<file path="config.mk">
export PLATFORM = sky130hd
export DESIGN_NAME = rotor_rev_pipe
export DESIGN_NICKNAME = d
export VERILOG_FILES = /design/src/rtl/rotor_rev_pipe.sv
export SDC_FILE = /design/constraint.sdc
export NUM_CORES = 1
export LEC_CHECK = 0
export ABC_AREA = 1
export BUFFER_PORTS_ARGS = -buffer_cell sky130_fd_sc_hd__buf_2
export CORE_MARGIN = 2
export CORE_UTILIZATION = 45
export CTS_BUF_LIST = sky130_fd_sc_hd__clkbuf_4 sky130_fd_sc_hd__clkbuf_8
export DETAILED_ROUTE_END_ITERATION = 12
export MAX_ROUTING_LAYER = met4
export PLACE_DENSITY_LB_ADDON = 0.08
export SLEW_MARGIN = 20
export SYNTH_ARGS = -nofsm -noshare
export SYNTH_HDL_FRONTEND = slang
export SYNTH_SLANG_ARGS = --single-unit
</file>
<file path="constraint.sdc">
create_clock -name clk -period 9.4 [get_ports clk]
set_input_delay 0.47 -clock clk [delete_from_list [all_inputs] [get_ports clk]]
set_output_delay 0.47 -clock clk [all_outputs]
set_load 0.05 [all_outputs]
</file>
<file path="src/rtl/rotor_rev_pipe.sv">
// rotor_rev_pipe -- reverse-path stage of a single cipher rotor.
//
// The forward wiring is loaded one pair at a time through the cfg_* port and
// stored as its inverse, so the reverse lookup is a single table read.  Each
// accepted input symbol is shifted by the rotor offset (position minus ring
// setting), passed through the inverse wiring, shifted back and registered.
// Output uses a valid/ready handshake with full throughput.
//
// Ports:
//   clk, rst_n             clock (rising edge), asynchronous active-low reset
//   cfg_clr                clears the written-bitmap, tbl_ok and cfg_err
//   cfg_we/addr/data       forward wiring write: cfg_addr maps to cfg_data
//   pos_load/pos_in/ring_in load rotor position and ring setting
//   step_en                advance the position by one (mod N)
//   in_valid/in_ready/data_in    input symbol handshake
//   out_valid/out_ready/data_out output symbol handshake
//   pos_out                current position
//   notch_hit              one-cycle carry pulse after stepping out of NOTCH
//   tbl_ok                 inverse table complete and consistent
//   cfg_err                sticky configuration / input error
module rotor_rev_pipe #(
  parameter int N     = 26,
  parameter int W     = 5,
  parameter int NOTCH = 16
) (
  input  logic         clk,
  input  logic         rst_n,
  input  logic         cfg_clr,
  input  logic         cfg_we,
  input  logic [W-1:0] cfg_addr,
  input  logic [W-1:0] cfg_data,
  input  logic         pos_load,
  input  logic [W-1:0] pos_in,
  input  logic [W-1:0] ring_in,
  input  logic         step_en,
  input  logic         in_valid,
  output logic         in_ready,
  input  logic [W-1:0] data_in,
  output logic         out_valid,
  input  logic         out_ready,
  output logic [W-1:0] data_out,
  output logic [W-1:0] pos_out,
  output logic         notch_hit,
  output logic         tbl_ok,
  output logic         cfg_err
);

  localparam logic [W:0]   N_X     = (W+1)'(N);
  localparam logic [W-1:0] N_LO    = N_X[W-1:0];
  localparam logic [W-1:0] LAST    = W'(N - 1);
  localparam logic [W-1:0] NOTCH_W = W'(NOTCH);

  // Inverse wiring table; deliberately not reset.
  logic [W-1:0] inv_mem [0:N-1];

  logic [W-1:0] pos_q, pos_d, ring_q, ring_d;
  logic [N-1:0] bitmap_q, bitmap_d, data_onehot;
  logic         tbl_ok_q, tbl_ok_d, cfg_err_q, cfg_err_d;
  logic         out_valid_q, out_valid_d, notch_hit_q, notch_hit_d;
  logic [W-1:0] data_out_q, data_out_d;

  logic         addr_bad, data_bad, dup, wr_ok, wr_err;
  logic         pos_bad, ring_bad, din_bad, xfer;
  logic [W:0]   off_raw, sum_raw, res_raw;
  logic [W-1:0] off, din_s, idx, inv_val, res;

  // One-hot decode of the written output symbol, and per-bit bitmap update.
  for (genvar gi = 0; gi < N; gi++) begin : g_bitmap
    assign data_onehot[gi] = (cfg_data == W'(gi));
    assign bitmap_d[gi]    = cfg_clr ? 1'b0 : (bitmap_q[gi] | (wr_ok & data_onehot[gi]));
  end

  assign in_ready = tbl_ok_q & (~out_valid_q | out_ready) & ~cfg_we;
  assign xfer     = in_valid & in_ready;

  always_comb begin
    addr_bad = ({1'b0, cfg_addr} >= N_X);
    data_bad = ({1'b0, cfg_data} >= N_X);
    dup      = |(bitmap_q & data_onehot);
    wr_ok    = cfg_we & ~cfg_clr & ~addr_bad & ~data_bad & ~dup;
    wr_err   = cfg_we & ~cfg_clr & ~wr_ok;

    // Offset = (pos - ring) mod N.  Both operands are < N, so the MSB of the
    // W+1-bit difference is a borrow flag; adding N modulo 2**W fixes it.
    off_raw = {1'b0, pos_q} - {1'b0, ring_q};
    off     = off_raw[W] ? (off_raw[W-1:0] + N_LO) : off_raw[W-1:0];

    din_bad = ({1'b0, data_in} >= N_X);
    din_s   = din_bad ? '0 : data_in;
    sum_raw = {1'b0, din_s} + {1'b0, off};
    idx     = (sum_raw >= N_X) ? (sum_raw[W-1:0] - N_LO) : sum_raw[W-1:0];
    inv_val = inv_mem[idx];
    res_raw = {1'b0, inv_val} - {1'b0, off};
    res     = res_raw[W] ? (res_raw[W-1:0] + N_LO) : res_raw[W-1:0];

    // Position: load beats step; out-of-range load values become 0.
    pos_bad  = ({1'b0, pos_in} >= N_X);
    ring_bad = ({1'b0, ring_in} >= N_X);
    pos_d    = pos_q;
    ring_d   = ring_q;
    if (pos_load) begin
      pos_d  = pos_bad ? '0 : pos_in;
      ring_d = ring_bad ? '0 : ring_in;
    end else if (step_en) begin
      pos_d  = (pos_q == LAST) ? '0 : (pos_q + W'(1));
    end
    notch_hit_d = step_en & ~pos_load & (pos_q == NOTCH_W);

    cfg_err_d = cfg_clr ? 1'b0
              : (cfg_err_q | wr_err | (pos_load & (pos_bad | ring_bad)) | (xfer & din_bad));
    tbl_ok_d  = cfg_clr ? 1'b0 : ((&bitmap_q) & ~cfg_err_q);

    out_valid_d = out_valid_q;
    data_out_d  = data_out_q;
    if (xfer) begin
      out_valid_d = 1'b1;
      data_out_d  = res;
    end else if (out_ready) begin
      out_valid_d = 1'b0;
    end
  end

  always_ff @(posedge clk) begin
    if (wr_ok) inv_mem[cfg_data] <= cfg_addr;
  end

  always_ff @(posedge clk or negedge rst_n) begin
    if (!rst_n) begin
      pos_q       <= '0;
      ring_q      <= '0;
      bitmap_q    <= '0;
      tbl_ok_q    <= 1'b0;
      cfg_err_q   <= 1'b0;
      out_valid_q <= 1'b0;
      data_out_q  <= '0;
      notch_hit_q <= 1'b0;
    end else begin
      pos_q       <= pos_d;
      ring_q      <= ring_d;
      bitmap_q    <= bitmap_d;
      tbl_ok_q    <= tbl_ok_d;
      cfg_err_q   <= cfg_err_d;
      out_valid_q <= out_valid_d;
      data_out_q  <= data_out_d;
      notch_hit_q <= notch_hit_d;
    end
  end

  assign out_valid = out_valid_q;
  assign data_out  = data_out_q;
  assign pos_out   = pos_q;
  assign notch_hit = notch_hit_q;
  assign tbl_ok    = tbl_ok_q;
  assign cfg_err   = cfg_err_q;

endmodule

</file>
# Word level (Yosys, flattened, before mapping)

Memories as Yosys holds them, arrays and structs flattened.
Index checks and enable logic that the tools add are counted.

Reduce and logical (&&, ||, !) cells: 5
Bitwise gates (word level): 80
Equality and inequality tests: 27
Muxes and demuxes: 41
$add $sub $neg: 7
Order comparisons: 6

Operator list:

| kind                                                                                 | count |
|---|---|
| 5-bit equality test (second input constant)                                          | 12 |
| 5-bit two-way mux                                                                    | 9 |
| 5-bit by 4-bit equality test with 1-bit output (second input constant)               | 8 |
| 1-bit bitwise AND                                                                    | 39 |
| 1-bit two-way mux                                                                    | 32 |
| 1-bit OR                                                                             | 31 |
| 26-bit bitwise AND                                                                   | 1 |
| 26-bit AND reduction                                                                 | 1 |
| 26-bit OR reduction                                                                  | 1 |
| 5-bit greater-or-equal comparator (second input constant)                            | 5 |
| 5-bit by 3-bit equality test with 1-bit output (second input constant)               | 4 |
| 5-bit by 5-bit subtractor with 6-bit output                                          | 2 |
| 5-bit adder (second input constant)                                                  | 2 |
| 5-bit by 2-bit equality test with 1-bit output (second input constant)               | 2 |
| 1-bit inverter                                                                       | 9 |
| 5-bit by 5-bit adder with 6-bit output                                               | 1 |
| 6-bit by 5-bit greater-or-equal comparator with 1-bit output (second input constant) | 1 |
| 5-bit by 1-bit adder with 5-bit output (second input constant)                       | 1 |
| 5-bit by 1-bit equality test with 1-bit output (second input constant)               | 1 |
| 5-bit logical NOT                                                                    | 1 |
| 5-bit subtractor (second input constant)                                             | 1 |
| 2-bit nonzero test                                                                   | 2 |

Bits in registers: 45
Input port bits: 33
Bits in writable memories: 130
Memories: 1
Word-level logic and storage cells: 175

Memories:

| memory  | words | width | rd ports | clocked after Yosys merged registers in | wr ports | RTL line | text |
|---|---|---|---|---|---|---|---|
| inv_mem | 26    | 5     | 1        | 0                                       | 1        | 54       | `logic [W-1:0] inv_mem [0:N-1];` |

# Depth between registers and ports, before layout

Depth after elaboration: 11
Mapped depth: 38
Gate-level depth less buffers: 37

# Worst setup path after synthesis

No wires, ideal clock.

Kind: register to register
Start: reg pos_q[0] (netlist: pos_out[0])
End: reg data_out_q[4] (netlist: data_out[4])
Required time: 9,265 ps
Library setup time: 135 ps
Path slack: 4,154 ps
Clock period less this slack: 5,246 ps
Arrival time: 5,111 ps
Cell stages (with the launch flop): 34
Cells stage by stage: dfrtp_1 -> inv_1 -> ha_1 -> inv_1 -> fa_1 -> ha_1 -> or2_2 -> xor2_1 -> inv_1 -> ha_1 -> inv_1 -> nand2_1 -> nand2_1 -> nand2_1 -> nand2_1 -> nand3_4 -> nand2_4 -> nand2_1 -> nand2_2 -> buf_2 -> nand3_1 -> nand3_1 -> nand3_1 -> nand2_1 -> inv_1 -> ha_1 -> nand2_1 -> o21ai_0 -> a21oi_1 -> o21bai_1 -> inv_1 -> nand3_1 -> xor2_1 -> o21ai_0

Cells in the longest elaborated chain, start to end: 10
Elaborated cells on any way between the ends: 11
Those cells by class: 6 x add/sub; 1 x order compare; 3 x mux; 1 x memory

RTL lines:

| item                                                                                             | RTL line | text |
|---|---|---|
| start: declaration                                                                               | 56       | `logic [W-1:0] pos_q, pos_d, ring_q, ring_d;` |
| start signal: assignment                                                                         | 138      | `pos_q <= pos_d;` |
| 5-bit by 5-bit subtractor with 6-bit output *                                                    | 85       | `off_raw = {1'b0, pos_q} - {1'b0, ring_q};` |
| 5-bit adder                                                                                      | 86       | `off = off_raw[W] ? (off_raw[W-1:0] + N_LO) : off_raw[W-1:0];` |
| 5-bit two-way mux *                                                                              | 86       |  |
| 5-bit by 5-bit adder with 6-bit output                                                           | 90       | `sum_raw = {1'b0, din_s} + {1'b0, off};` |
| 5-bit subtractor or 6-bit by 5-bit greater-or-equal comparator with 1-bit output (tied branches) | 91       | `idx = (sum_raw >= N_X) ? (sum_raw[W-1:0] - N_LO) : sum_raw[W-1:0];` |
| 5-bit two-way mux                                                                                | 91       |  |
| memory read 26 x 5 bit                                                                           | -        |  |
| 5-bit by 5-bit subtractor with 6-bit output *                                                    | 93       | `res_raw = {1'b0, inv_val} - {1'b0, off};` |
| 5-bit adder                                                                                      | 94       | `res = res_raw[W] ? (res_raw[W-1:0] + N_LO) : res_raw[W-1:0];` |
| 5-bit two-way mux *                                                                              | 94       |  |
| end signal: assignment                                                                           | 144      | `data_out_q <= data_out_d;` |
| end: declaration                                                                                 | 60       | `logic [W-1:0] data_out_q, data_out_d;` |

Every way passes the cells marked *; elsewhere a longest branch is shown, timed or not.
A chain may end at the register's enable or synchronous reset.

# Worst setup path in the final report

Start: reg pos_q[2] (netlist: pos_out[2])
End: reg data_out_q[4] (netlist: data_out[4])

The elaborated chain is that of the path after synthesis.

==> metrics.cfg <==
[run_status]
status = finished clean

[sta]
timing.final.crit_share_pct = 61.1
fin_worst_skew_ns = 0.0160
maxSlewViolCount = 0
setup_tns_ns = 0
min_period_ns = 5.75
rsz0062_at_grt = no
hold_violations = 0
setup_viol = 0
fmax_mhz = 174
relSlewSlack_pct = 30.1
holdWs_ns = 0.0812
tightest_slew_ns = 1.05

[detailed_routing]
drt_wl_total_mm = 20.9
drt_iter0_markers = 524
wl_per_cell_um = 16.8
via_per_inst = 5.12
drc_errors = 0
vias = 6345
antenna_left = 0
drt-pass1-iter-count = 5

[global_routing]
grt_pass1_wl_mm = 33.4
grt_pass1_vias = 6081
grt_max_degree = 67
grt.overflow.total = 0
grt_use_total_pct = 22.2
antenna_found_initial = 0

[worst_setup_path]
cp-end-kind = flop
cp_data_arrival_time_ns = 6.09
cp_max_fo = 15
worst_setup_path_start_kind = flop
cpPeakStageDelay_ns = 0.55
critPathRequiredTime_ns = 9.74
cpMaxStageDelayCell = o21ai_2
path_class = flop to flop

[clock_network]
clkLatencyLatePin_ns = 0.47
cts-buffers-inserted = 17
cts_tree = built
cts_root_buf = clkbuf_8
cts-resized-gates = 0
cts_sinks = 175
clockBufferDepth = 2
clk_pin_slew_ns = 0.10
htree_levels = 4
cts_setup_buffers = 0
cts_hold_buf = 0

[final_layout]
final_layout_size_suffix_gt1_share_pct = 13.1
register_area_mm2 = 0.00503
syn2layout_area_growth_pct = 9.31
nNetsFinal = 1019
multi_input_area_mm2 = 0.00320
diodes = 0
fillCellCount = 1862

[flow_run]
drv_cap = 0

[floorplanning]
die_y_um = 144
die_area_mm2 = 0.0207
std_cell_rows = 51
start_util_pct = 45.5
core_mm2 = 0.0193
num_io_pins = 48
die_width_um = 144

[logic_synthesis]
ys_ff_latch = 175
syn_avg_cell_area_um2 = 9.56
synthCells = 921
seq_area_frac_synth_pct = 57.1
yosys_warnings = 0
synth_fp_nets = 978
ys_types = 44
syn_area_mm2 = 0.00880

[place]
place_congestion = 0.871
port_buffers = 47
dpl.hpwl_mm = 14.2

[min_path]
min_path_type = primary input to asynchronous set/reset pin

worst max-delay path, delay by kind of cell (launching register included):
kind                       cells  cell delay [ns]
AOI/OAI and AO/OA              9             1.98
DFF                            1             0.49
xor gates and xnor gates       2             0.36
buffers and inverters          5             0.43
and+or+nand+nor               11             1.28
adders and majority gates      3             1.07
registers in the layout (all words and copies together), names as in the netlist:
signal,count
inv_mem,130
bitmap_q,26
data_out,5
pos_out,5
ring_q,5
cfg_err,1
notch_hit,1
out_valid,1
tbl_ok,1
area by class of cell:
type,count,area share (%)
multi-input cells,607,33.2
inverters,108,4.21
clock inverters,15,1.51
flip-flops and latches,175,52.3
repair buffers,53,2.91
well taps,265,3.45
clock buffers,17,2.43
worst paths after layout:
| kind | from | endpoint | slack, ns | cells after the start |
|---|---|---|---|---|
| min in group clk | out_ready | out_valid | 0.20 | 2 |
| max in group asynchronous | rst_n | bitmap_q[0] | 8.91 | 2 |
| worst max-delay path | pos_out[2] | data_out[4] | 3.65 | 30 |
| worst max register to register | pos_out[2] | data_out[4] | 3.65 | 30 |
| worst min register to register | data_out[1] | data_out[1] | 0.49 | 2 |
| worst min-delay path | rst_n | pos_out[4] | 0.08 | 2 |
cell usage after synthesis:
cell      count  area share (%)
fa_1          3            0.68
buf_2         4            0.23
o21bai_1      2            0.17
o31ai_1       1           0.085
a31oi_1       1           0.071
and3_1        1           0.071
buf_1         2           0.085
xnor2_2       1            0.18
a211oi_1      4            0.34
nand3_4       1            0.20
a22oi_1       1           0.085
a21oi_2       2            0.20
or2_2         1           0.071
nand4_1       4            0.28
o22ai_1       1           0.071
edfxtp_1    130              44
buf_4         4            0.34
inv_2         5            0.21
nand3_1     109             6.2
o21ai_0      19             1.1
xnor2_1       3            0.30
a22o_1        2            0.20
nand3b_1      2            0.17
inv_1       103             4.4
clkbuf_1     16            0.68
dfrtp_1      45              13
nand3_2      18             2.0
ha_1         21             3.0
nor3_1       14            0.80
mux2i_1      10             1.1
nor2_4        1            0.13
o21ai_2       1            0.10
nor2_2        1           0.071
buf_6         5            0.64
xor2_1       11             1.1
nand2_1     250              11
a21oi_1      39             2.2
nand2_4       4            0.51
nand2_2       7            0.50
o21ai_1       3            0.17
nor4_1        6            0.43
nor2_1       57             2.4
o211ai_1      4            0.34
o221ai_1      2            0.20
through the flow:
| stage | worst slack, ns | cells | util [%] | cell area, µm² |
|---|---|---|---|---|
| 4_1_cts | 3.62 | 1240 | 49.8 | 9620 |
| 2_1_floorplan | 4.15 | 921 | - | 8800 |
| 3_3_place_gp | 3.76 | 1208 | 47.8 | 9240 |
| 3_5_place_dp | 3.65 | 1208 | 47.8 | 9240 |
| 6_report | 3.65 | 1240 | 49.8 | 9620 |
| 5_1_grt | 2.95 | 1240 | 49.8 | 9620 |
metal layers:
layer	part of all wire, %	vias up	track usage (%)
met5	0	-	-
met3	3.5	20	4.07
met4	1.3	0	5.68
met1	49	3043	31.8
met2	46	113	32.7
li1	-	3169	-
logic make-up (layout without fill, tap and decap cells):
group           Yosys count  after routing  share of synthesized area [%]
simple gates            476            476                           24.6
fa+ha+maj                24             24                           3.67
flops                   175            175                           57.1
buf+inv                 139            193                           6.58
xor+xnor                 15             15                           1.58
mux                      10             10                           1.14
compound gates           82             82                           5.33
cell usage in the layout, fill, tap and decap left out, types with 2 or more instances in the layout:
cell type   count
inv_2           5
clkinv_4        3
mux2i_1        10
clkinvlp_4      3
inv_6           4
o221ai_1        2
edfxtp_1      130
o211ai_1        4
o21ai_1         3
nand3_1       109
clkbuf_8       17
a21oi_1        39
nor4_1          6
inv_8           4
ha_1           20
nand3_2        18
xnor2_1         3
dfrtp_1        45
nand2_4         4
nand4_1         4
nand3b_1        2
nand2_2         7
a22o_1          2
fa_1            3
buf_4           6
a21oi_2         2
nand2_1       250
o21bai_1        2
a211oi_1        4
o21ai_0        19
xor2_1         11
inv_1         103
buf_2          47
nor3_1         14
nor2_1         57
Power is not shown: default switching activity piles up to over one toggle a cycle in this logic, so the estimate is an artifact.
